$ cat config.mk
export PLATFORM = sky130hd
export DESIGN_NAME = serial_adder_sub
export DESIGN_NICKNAME = d
export VERILOG_FILES = /design/src/rtl/serial_adder_sub.sv
export SDC_FILE = /design/constraint.sdc
export NUM_CORES = 1
export LEC_CHECK = 0
export ABC_AREA = 1
export BUFFER_PORTS_ARGS = -buffer_cell sky130_fd_sc_hd__buf_2
export CAP_MARGIN = 20
export CORE_ASPECT_RATIO = 1.4
export CORE_MARGIN = 2
export CORE_UTILIZATION = 35
export CTS_CLUSTER_SIZE = 25
export DETAILED_ROUTE_END_ITERATION = 10
export GPL_TIMING_DRIVEN = 0
export HOLD_SLACK_MARGIN = 0.1
export MAX_ROUTING_LAYER = met4
export SLEW_MARGIN = 10
export SYNTH_ARGS = -nofsm -noshare
export SYNTH_HDL_FRONTEND = slang
export SYNTH_SLANG_ARGS = --single-unit
$ cat constraint.sdc
create_clock -name clk -period 1.8 [get_ports clk]
set_input_delay 0.09 -clock clk [delete_from_list [all_inputs] [get_ports clk]]
set_output_delay 0.09 -clock clk [all_outputs]
set_load 0.01 [all_outputs]
$ cat src/rtl/serial_adder_sub.sv
// Bit-serial adder/subtractor: one full-adder slice per clock, LSB first,
// with a start/done handshake and registered sum, carry-out and signed overflow.
`timescale 1ns/1ps
module serial_adder_sub #(
    parameter int unsigned WIDTH = 8
) (
    input  logic             clk,
    input  logic             rst_n,
    input  logic             start,
    input  logic             sub,
    input  logic [WIDTH-1:0] a,
    input  logic [WIDTH-1:0] b,
    output logic             busy,
    output logic             done,
    output logic [WIDTH-1:0] sum,
    output logic             carry_out,
    output logic             overflow
);

    localparam int unsigned CW = $clog2(WIDTH + 1);

    typedef enum logic [1:0] {
        IDLE = 2'd0,
        RUN  = 2'd1,
        DONE = 2'd2
    } state_t;

    state_t           state;
    state_t           state_next;
    logic [WIDTH-1:0] a_sh;
    logic [WIDTH-1:0] b_sh;
    logic [WIDTH-1:0] r_sh;
    logic [WIDTH-1:0] r_sh_next;
    logic             c;
    logic             c_next;
    logic             s_bit;
    logic [CW-1:0]    cnt;
    logic             last_bit;
    logic             busy_next;
    logic             done_next;

    // Single full-adder slice on the current LSBs and the carry flop
    always_comb begin
        s_bit     = a_sh[0] ^ b_sh[0] ^ c;
        c_next    = (a_sh[0] & b_sh[0]) | (a_sh[0] & c) | (b_sh[0] & c);
        r_sh_next = (r_sh >> 1) | {s_bit, {(WIDTH-1){1'b0}}};
        last_bit  = (cnt == CW'(WIDTH - 1));
    end

    // State register
    always_ff @(posedge clk) begin
        if (!rst_n) begin
            state <= IDLE;
        end else begin
            state <= state_next;
        end
    end

    // Next-state logic
    always_comb begin
        state_next = state;
        case (state)
            IDLE:    if (start) state_next = RUN;
            RUN:     if (last_bit) state_next = DONE;
            DONE:    state_next = IDLE;
            default: state_next = IDLE;
        endcase
    end

    // Handshake outputs are registered from the upcoming state
    always_comb begin
        busy_next = 1'b0;
        done_next = 1'b0;
        busy_next = (state_next == RUN);
        done_next = (state_next == DONE);
    end

    // Operand shift registers, carry, counter and result capture
    always_ff @(posedge clk) begin
        if (!rst_n) begin
            a_sh      <= '0;
            b_sh      <= '0;
            r_sh      <= '0;
            c         <= 1'b0;
            cnt       <= '0;
            busy      <= 1'b0;
            done      <= 1'b0;
            sum       <= '0;
            carry_out <= 1'b0;
            overflow  <= 1'b0;
        end else begin
            busy <= busy_next;
            done <= done_next;
            case (state)
                IDLE: begin
                    if (start) begin
                        a_sh <= a;
                        b_sh <= sub ? ~b : b;
                        r_sh <= '0;
                        c    <= sub;
                        cnt  <= '0;
                    end
                end
                RUN: begin
                    a_sh <= a_sh >> 1;
                    b_sh <= b_sh >> 1;
                    r_sh <= r_sh_next;
                    c    <= c_next;
                    cnt  <= cnt + CW'(1);
                    // Carry into the MSB versus carry out of it gives signed overflow
                    if (last_bit) begin
                        sum       <= r_sh_next;
                        carry_out <= c_next;
                        overflow  <= c ^ c_next;
                    end
                end
                default: ;
            endcase
        end
    end

endmodule

### After elaboration in Yosys (flattened, before gate mapping)

Index checks and enable logic that the tools add are counted.

| word-level totals | value |
|---|---|
| flip-flop bits (word level) | 43 |
| input bits | 20 |
| output and inout bits | 12 |
| logic and storage cells | 45 |

| cells by class | value |
|---|---|
| add/subtract/negate cells | 1 |
| equal/unequal tests | 5 |
| mux-type cells | 14 |
| bitwise operators | 10 |
| reduce and logical (&&, ||, !) cells | 4 |

Operator list:

| operator | count |
|---|---|
| 8-bit case mux with 2 select lines | 3 |
| 8-bit 2-to-1 mux | 4 |
| 8-bit NOT | 1 |
| 7-bit by 8-bit OR with 8-bit output | 1 |
| 4-bit case mux with 2 select lines | 1 |
| 4-bit by 1-bit adder with 4-bit output (second input constant) | 1 |
| 2-bit by 1-bit == test with 1-bit output (second input constant) | 2 |
| 4-bit by 3-bit == test with 1-bit output (second input constant) | 1 |
| 2-bit 2-to-1 mux | 2 |
| 4-bit 2-to-1 mux | 1 |
| 2-bit case mux with 2 select lines | 1 |
| 2-bit AND reduction | 2 |
| 1-bit AND | 3 |
| 1-bit XOR | 3 |
| 2-bit == test (second input constant) | 1 |
| 2-bit logical NOT | 1 |
| 2-bit inequality test (second input constant) | 1 |
| 1-bit OR | 2 |
| 1-bit case mux with 2 select lines | 1 |
| 2-bit nonzero test | 1 |
| 1-bit 2-to-1 mux | 1 |

### Depth between registers and ports, before layout

| depth | value |
|---|---|
| word-level depth | 4 |
| gate-level depth with buffers | 8 |
| gate-level depth less buffers | 7 |

### Least setup slack after synthesis

OpenSTA, ideal clock, no wires.

| timing | value |
|---|---|
| path kind | reg-to-reg |
| start point | register c |
| end point | register overflow |
| library setup time | 113 ps |
| arrival time | 1137 ps |
| required time | 1687 ps |
| slack | 550 ps |
| stages on the path, launching flop included | 7 |
| path through | dfxtp_1 -> inv_1 -> fa_1 -> xor2_1 -> nand2_1 -> nand2_1 -> nor2_1 |

| on the way | value |
|---|---|
| cells in the longest elaborated chain, start to end | 4 |

RTL lines:

| element | line | source |
|---|---|---|
| from (decl) | 34 | `logic c;` |
| from (signal assigned) | 100 | `c <= sub;` |
| from (signal assigned) | 108 | `c <= c_next;` |
| 1-bit AND | 45 | `c_next = (a_sh[0] & b_sh[0]) \| (a_sh[0] & c) \| (b_sh[0] & c);` |
| 1-bit OR (2 in series) | 45 |  |
| 1-bit XOR (*) | 114 | `overflow <= c ^ c_next;` |
| to (signal assigned) | 114 |  |
| to (decl) | 17 | `output logic overflow` |

Mark *: on every way between the ends. The rest lies on a longest branch, timed or not.
A chain may end at the register's enable or synchronous reset.

### Worst setup path in the final report

| timing | value |
|---|---|
| start point | register cnt[0] |
| end point | register sum[0] |

| on the way | value |
|---|---|
| cells in the longest elaborated chain, start to end | 2 |

RTL lines:

| element | line | source |
|---|---|---|
| from (decl) | 37 | `logic [CW-1:0] cnt;` |
| from (signal assigned) | 109 | `cnt <= cnt + CW'(1);` |
| 4-bit by 3-bit == test with 1-bit output | 47 | `last_bit = (cnt == CW'(WIDTH - 1));` |
| 2-bit AND reduction (no source line) | n/a |  |
| to (signal assigned) | 112 | `sum <= r_sh_next;` |
| to (decl) | 15 | `output logic [WIDTH-1:0] sum,` |

No other way between the ends.

==> results by group <==
Power and ir drop
  • Overall power of the completed layout: 0.00197 W
  • Internal cell power: 0.00147 W
  • Static Leakage: roughly 1.1 nW
  • Combinational share of power: 0.126
  • Share of total power in the clock network: 0.375
  • Net switching power: ~0.00050 W
  • PD cells: roughly 850 nW/um^2
  • Largest voltage drop on the vdd net: 0.363 mV
  • Relative contribution of sequential cells to total power: 0.499
  • Sw Ratio: 0.254

STA
  • Setup_tns: 0 ns
  • Final Cycle Share: 0.734
  • Actual transition at the worst max-transition pin: approximately 0.45 ns
  • Slew headroom: 0.699
  • Min cycle time layout: 1.32 ns
  • Achievable Freq: 0.756 GHz
  • Fin. Hold Viols: 0
  • Max Slew Vio Count: 0
  • Total of endpoints with negative setup slack in the final report: 0
  • Tightest hold margin: 0.111 ns
  • Post-route clock skew: between 0.009 and 0.01 ns
  • Setup repair after global routing missed its margin: no

Status
  • Run status: complete, no violations

CTS
  • Deepest clock path buffer count: 2
  • Clock root buffer: sky130_fd_sc_hd__clkbuf_8
  • Post-cts repair resize count: 0
  • Clock latency on the worst-skew pair: 0.30 ns
  • CTS H-tree depth: 2
  • CTS tree: built
  • Count of clock tree sinks: 42
  • Number of buffers inserted during clock tree synthesis: 5
  • Reg clk slew, reported paths: 0.09 ns

Worst setup path
  • Crit-path max cell delay: 0.38 ns
  • Slowest cell on the critical path: sky130_fd_sc_hd__dfxtp_1
  • Peak fanout along the critical path: 9
  • Endpoint class of the critical path: flop
  • Logic depth of the worst register-to-register path: 6
  • Startpoint kind of the worst setup timing path: flop
  • Crit Path Category: flop to flop
  • Cell Chain, Critical Path: ha_1 > nand2_1 > nor2_1 > nand2_1 > o21ai_0 > nor2_1
  • Data arrival at the endpoint of the critical path: 1.52 ns
  • Req. time, crit path: 2.00 ns

Global route
  • Initial antenna violation count: 0
  • Total GRT Usage: 0.152
  • Met1 Usage GRT: 0.170
  • Wire length of the first global-routing pass: 7070 um
  • Maximum number of pins on one net before global-route repair: 14
  • Total grt overflow: 0
  • Most used routing layer: met2
  • Number of global-route vias before repair: around 1600
  • Grt met3 use: 0.0401
  • Global Route met2 Usage: 0.258

Route
  • Remaining number of nets flagged by the antenna check after routing: 0
  • First-pass DRT Iterations: 4
  • Number of vias after detailed routing: ~1800
  • Via-to-Cell Ratio: 4.66
  • Total Wirelength: 4170 um
  • DRC marker count from the first detailed-route iteration: 73
  • DRC violation count after routing: 0
  • Routed length per instance: 11.0 um

Floorplan
  • Initial core utilization: 0.358
  • Row count: 32
  • Y dimension of the die: between 90 and 100 um
  • Std-Cell Core Area: 5450 sq um
  • Die footprint: slightly above 6000 sq um
  • Top-Level Pins: 32
  • Die Wd: 67.1 um

Synth
  • Share of the synthesized area in the top cell type: 0.431
  • Post-Synthesis Net Count: 295
  • Xor and xnor area share after synthesis: 0.0135
  • Number of cells produced by synthesis: about 270
  • Area of the mapped netlist: between 1500 and 2000 sq um
  • Number of distinct library cells after synthesis: 24
  • Synth Area in Simple Gates: 0.359
  • Share of the synthesized area in compound gates (AO/OA/AOI/OAI): 0.0744
  • Seq/Total Area, Yosys: 0.431
  • Total of flip-flops plus latches after synthesis: 42
  • Synth Area in Adders: 0.0167
  • Multiplexer share of the synthesized area: 0
  • Post-synthesis cell type with the largest combined area: sky130_fd_sc_hd__dfxtp_1
  • Cells taking the most area after synthesis: sky130_fd_sc_hd__dfxtp_1, sky130_fd_sc_hd__nand2_1, sky130_fd_sc_hd__nand3_1, sky130_fd_sc_hd__nor2_1, sky130_fd_sc_hd__inv_1
  • Syn_area_per_cell: 7.15 sq um
  • Largest family of logic cells by synthesized area: simple AND/OR/NAND/NOR gates
  • Yosys warnings: 0

Cells and area
  • Post-route core utilization: 0.426
  • Net count, final: 334
  • Count of inserted antenna diode cells: 0
  • Fill cell count: 604
  • Final Non-Filler Cells: roughly 380
  • Synthesis-to-layout area growth: 18.9%
  • Share of final-layout standard cells stronger than drive strength 1: 0.201

Place
  • DP Cell Count: 370
  • Post-DP HPWL: roughly 3000 um
  • Number of buffer cells added on primary ports: 29
  • Final weighted congestion in routability-driven placement: 0.744

Flow run
  • # Max-Cap Violations: 0

Worst hold path
  • Worst hold stages: 5
  • Hold Path Class: input port to flop
[power groups by stage]
stage               clock (W)  combinational (W)  sequential [W]
detailed placement          0           0.000247         0.00100
floorplan                   0           0.000180         0.00100
global placement            0           0.000246         0.00100
finish               0.000740           0.000249        0.000983
global route         0.000792           0.000282        0.000987
CTS                  0.000757           0.000254        0.000983
[Yosys cell counts]
master,n
sky130_fd_sc_hd__a21oi_1,18
sky130_fd_sc_hd__buf_2,5
sky130_fd_sc_hd__buf_4,3
sky130_fd_sc_hd__buf_6,1
sky130_fd_sc_hd__buf_8,2
sky130_fd_sc_hd__clkbuf_1,2
sky130_fd_sc_hd__dfxtp_1,42
sky130_fd_sc_hd__fa_1,1
sky130_fd_sc_hd__ha_1,1
sky130_fd_sc_hd__inv_1,27
sky130_fd_sc_hd__inv_2,2
sky130_fd_sc_hd__nand2_1,77
sky130_fd_sc_hd__nand2_2,3
sky130_fd_sc_hd__nand2_4,2
sky130_fd_sc_hd__nand3_1,43
sky130_fd_sc_hd__nand3_2,1
sky130_fd_sc_hd__nor2_1,29
sky130_fd_sc_hd__nor2_2,1
sky130_fd_sc_hd__nor2_8,1
sky130_fd_sc_hd__nor3_2,1
sky130_fd_sc_hd__o21ai_0,3
sky130_fd_sc_hd__o21ai_1,1
sky130_fd_sc_hd__o21ai_2,4
sky130_fd_sc_hd__xor2_1,3
[cells by family (layout without fill, tap and decap cells)]
| family | count (synthesis) | in the layout |
|---|---|---|
| compound gates | 26 | 26 |
| xor+xnor | 3 | 3 |
| fa+ha+maj | 2 | 2 |
| buf+inv | 42 | 82 |
| flops | 42 | 42 |
| simple gates | 158 | 158 |
[per-stage QoR]
step,worst slack (ns),instance area [sq um]
2_1_floorplan,0.550,1950
3_3_place_gp,0.474,2180
3_5_place_dp,0.471,2180
4_1_cts,0.459,2320
5_1_grt,0.323,2320
6_report,0.478,2320
[worst paths after layout]
kind / from / endpoint / slack, ns
min reg2reg: sum[3] / sum[3] / 0.47
max: cnt[0] / sum[0] / 0.48
min: a[5] / a_sh[5] / 0.11
max reg2reg: cnt[0] / sum[0] / 0.48
[layout by cell type, fill, tap and decap left out, types with 3 or more instances in the layout]
cell | netlist | routed
sky130_fd_sc_hd__nand2_2 | 3 | 3
sky130_fd_sc_hd__dlygate4sd3_1 | 0 | 3
sky130_fd_sc_hd__o21ai_2 | 4 | 4
sky130_fd_sc_hd__nand2_1 | 77 | 77
sky130_fd_sc_hd__dfxtp_1 | 42 | 42
sky130_fd_sc_hd__a21oi_1 | 18 | 18
sky130_fd_sc_hd__inv_1 | 27 | 27
sky130_fd_sc_hd__nand3_1 | 43 | 43
sky130_fd_sc_hd__buf_4 | 3 | 3
sky130_fd_sc_hd__clkbuf_8 | 0 | 5
sky130_fd_sc_hd__o21ai_0 | 3 | 3
sky130_fd_sc_hd__buf_2 | 5 | 34
sky130_fd_sc_hd__nor2_1 | 29 | 29
sky130_fd_sc_hd__xor2_1 | 3 | 3
[critical path, delay by kind of cell (launching register included)]
family / cells / cell delay, ns
AOI/OAI and AO/OA: 1 / 0.22
DFF: 1 / 0.38
adders and majority gates: 1 / 0.21
and+or+nand+nor: 4 / 0.43
[registers in the layout (all words and copies together), names as in the netlist]
| signal | flops |
|---|---|
| a_sh | 8 |
| b_sh | 8 |
| sum | 8 |
| r_sh | 7 |
| cnt | 4 |
| state | 2 |
| busy | 1 |
| c | 1 |
| carry_out | 1 |
| done | 1 |
| overflow | 1 |
[routing by layer]
layer	part of all wire	vias up
li1	-	932
met1	0.44	804
met2	0.51	33
met3	0.041	6
met4	0.015	0
met5	0	-
[layout make-up]
type | instances | area (sq um) | share of cell area
buffer | 13 | 96.3 | 0.0415
clock inverter | 3 | 40.0 | 0.0173
timing repair buffer | 32 | 175 | 0.0755
tap | 68 | 85.1 | 0.0367
sequential | 42 | 841 | 0.362
inverter | 29 | 109 | 0.0469
clock buffer | 5 | 68.8 | 0.0297
multi-input combinational | 189 | 905 | 0.390
[what timing repair did]
item / 4_1_cts / 5_1_grt
buffers inserted: 0 / 0
hold buffers: 3 / 0
hold endpoints to repair: 4 / 0
(Power assumes the default switching activity.)
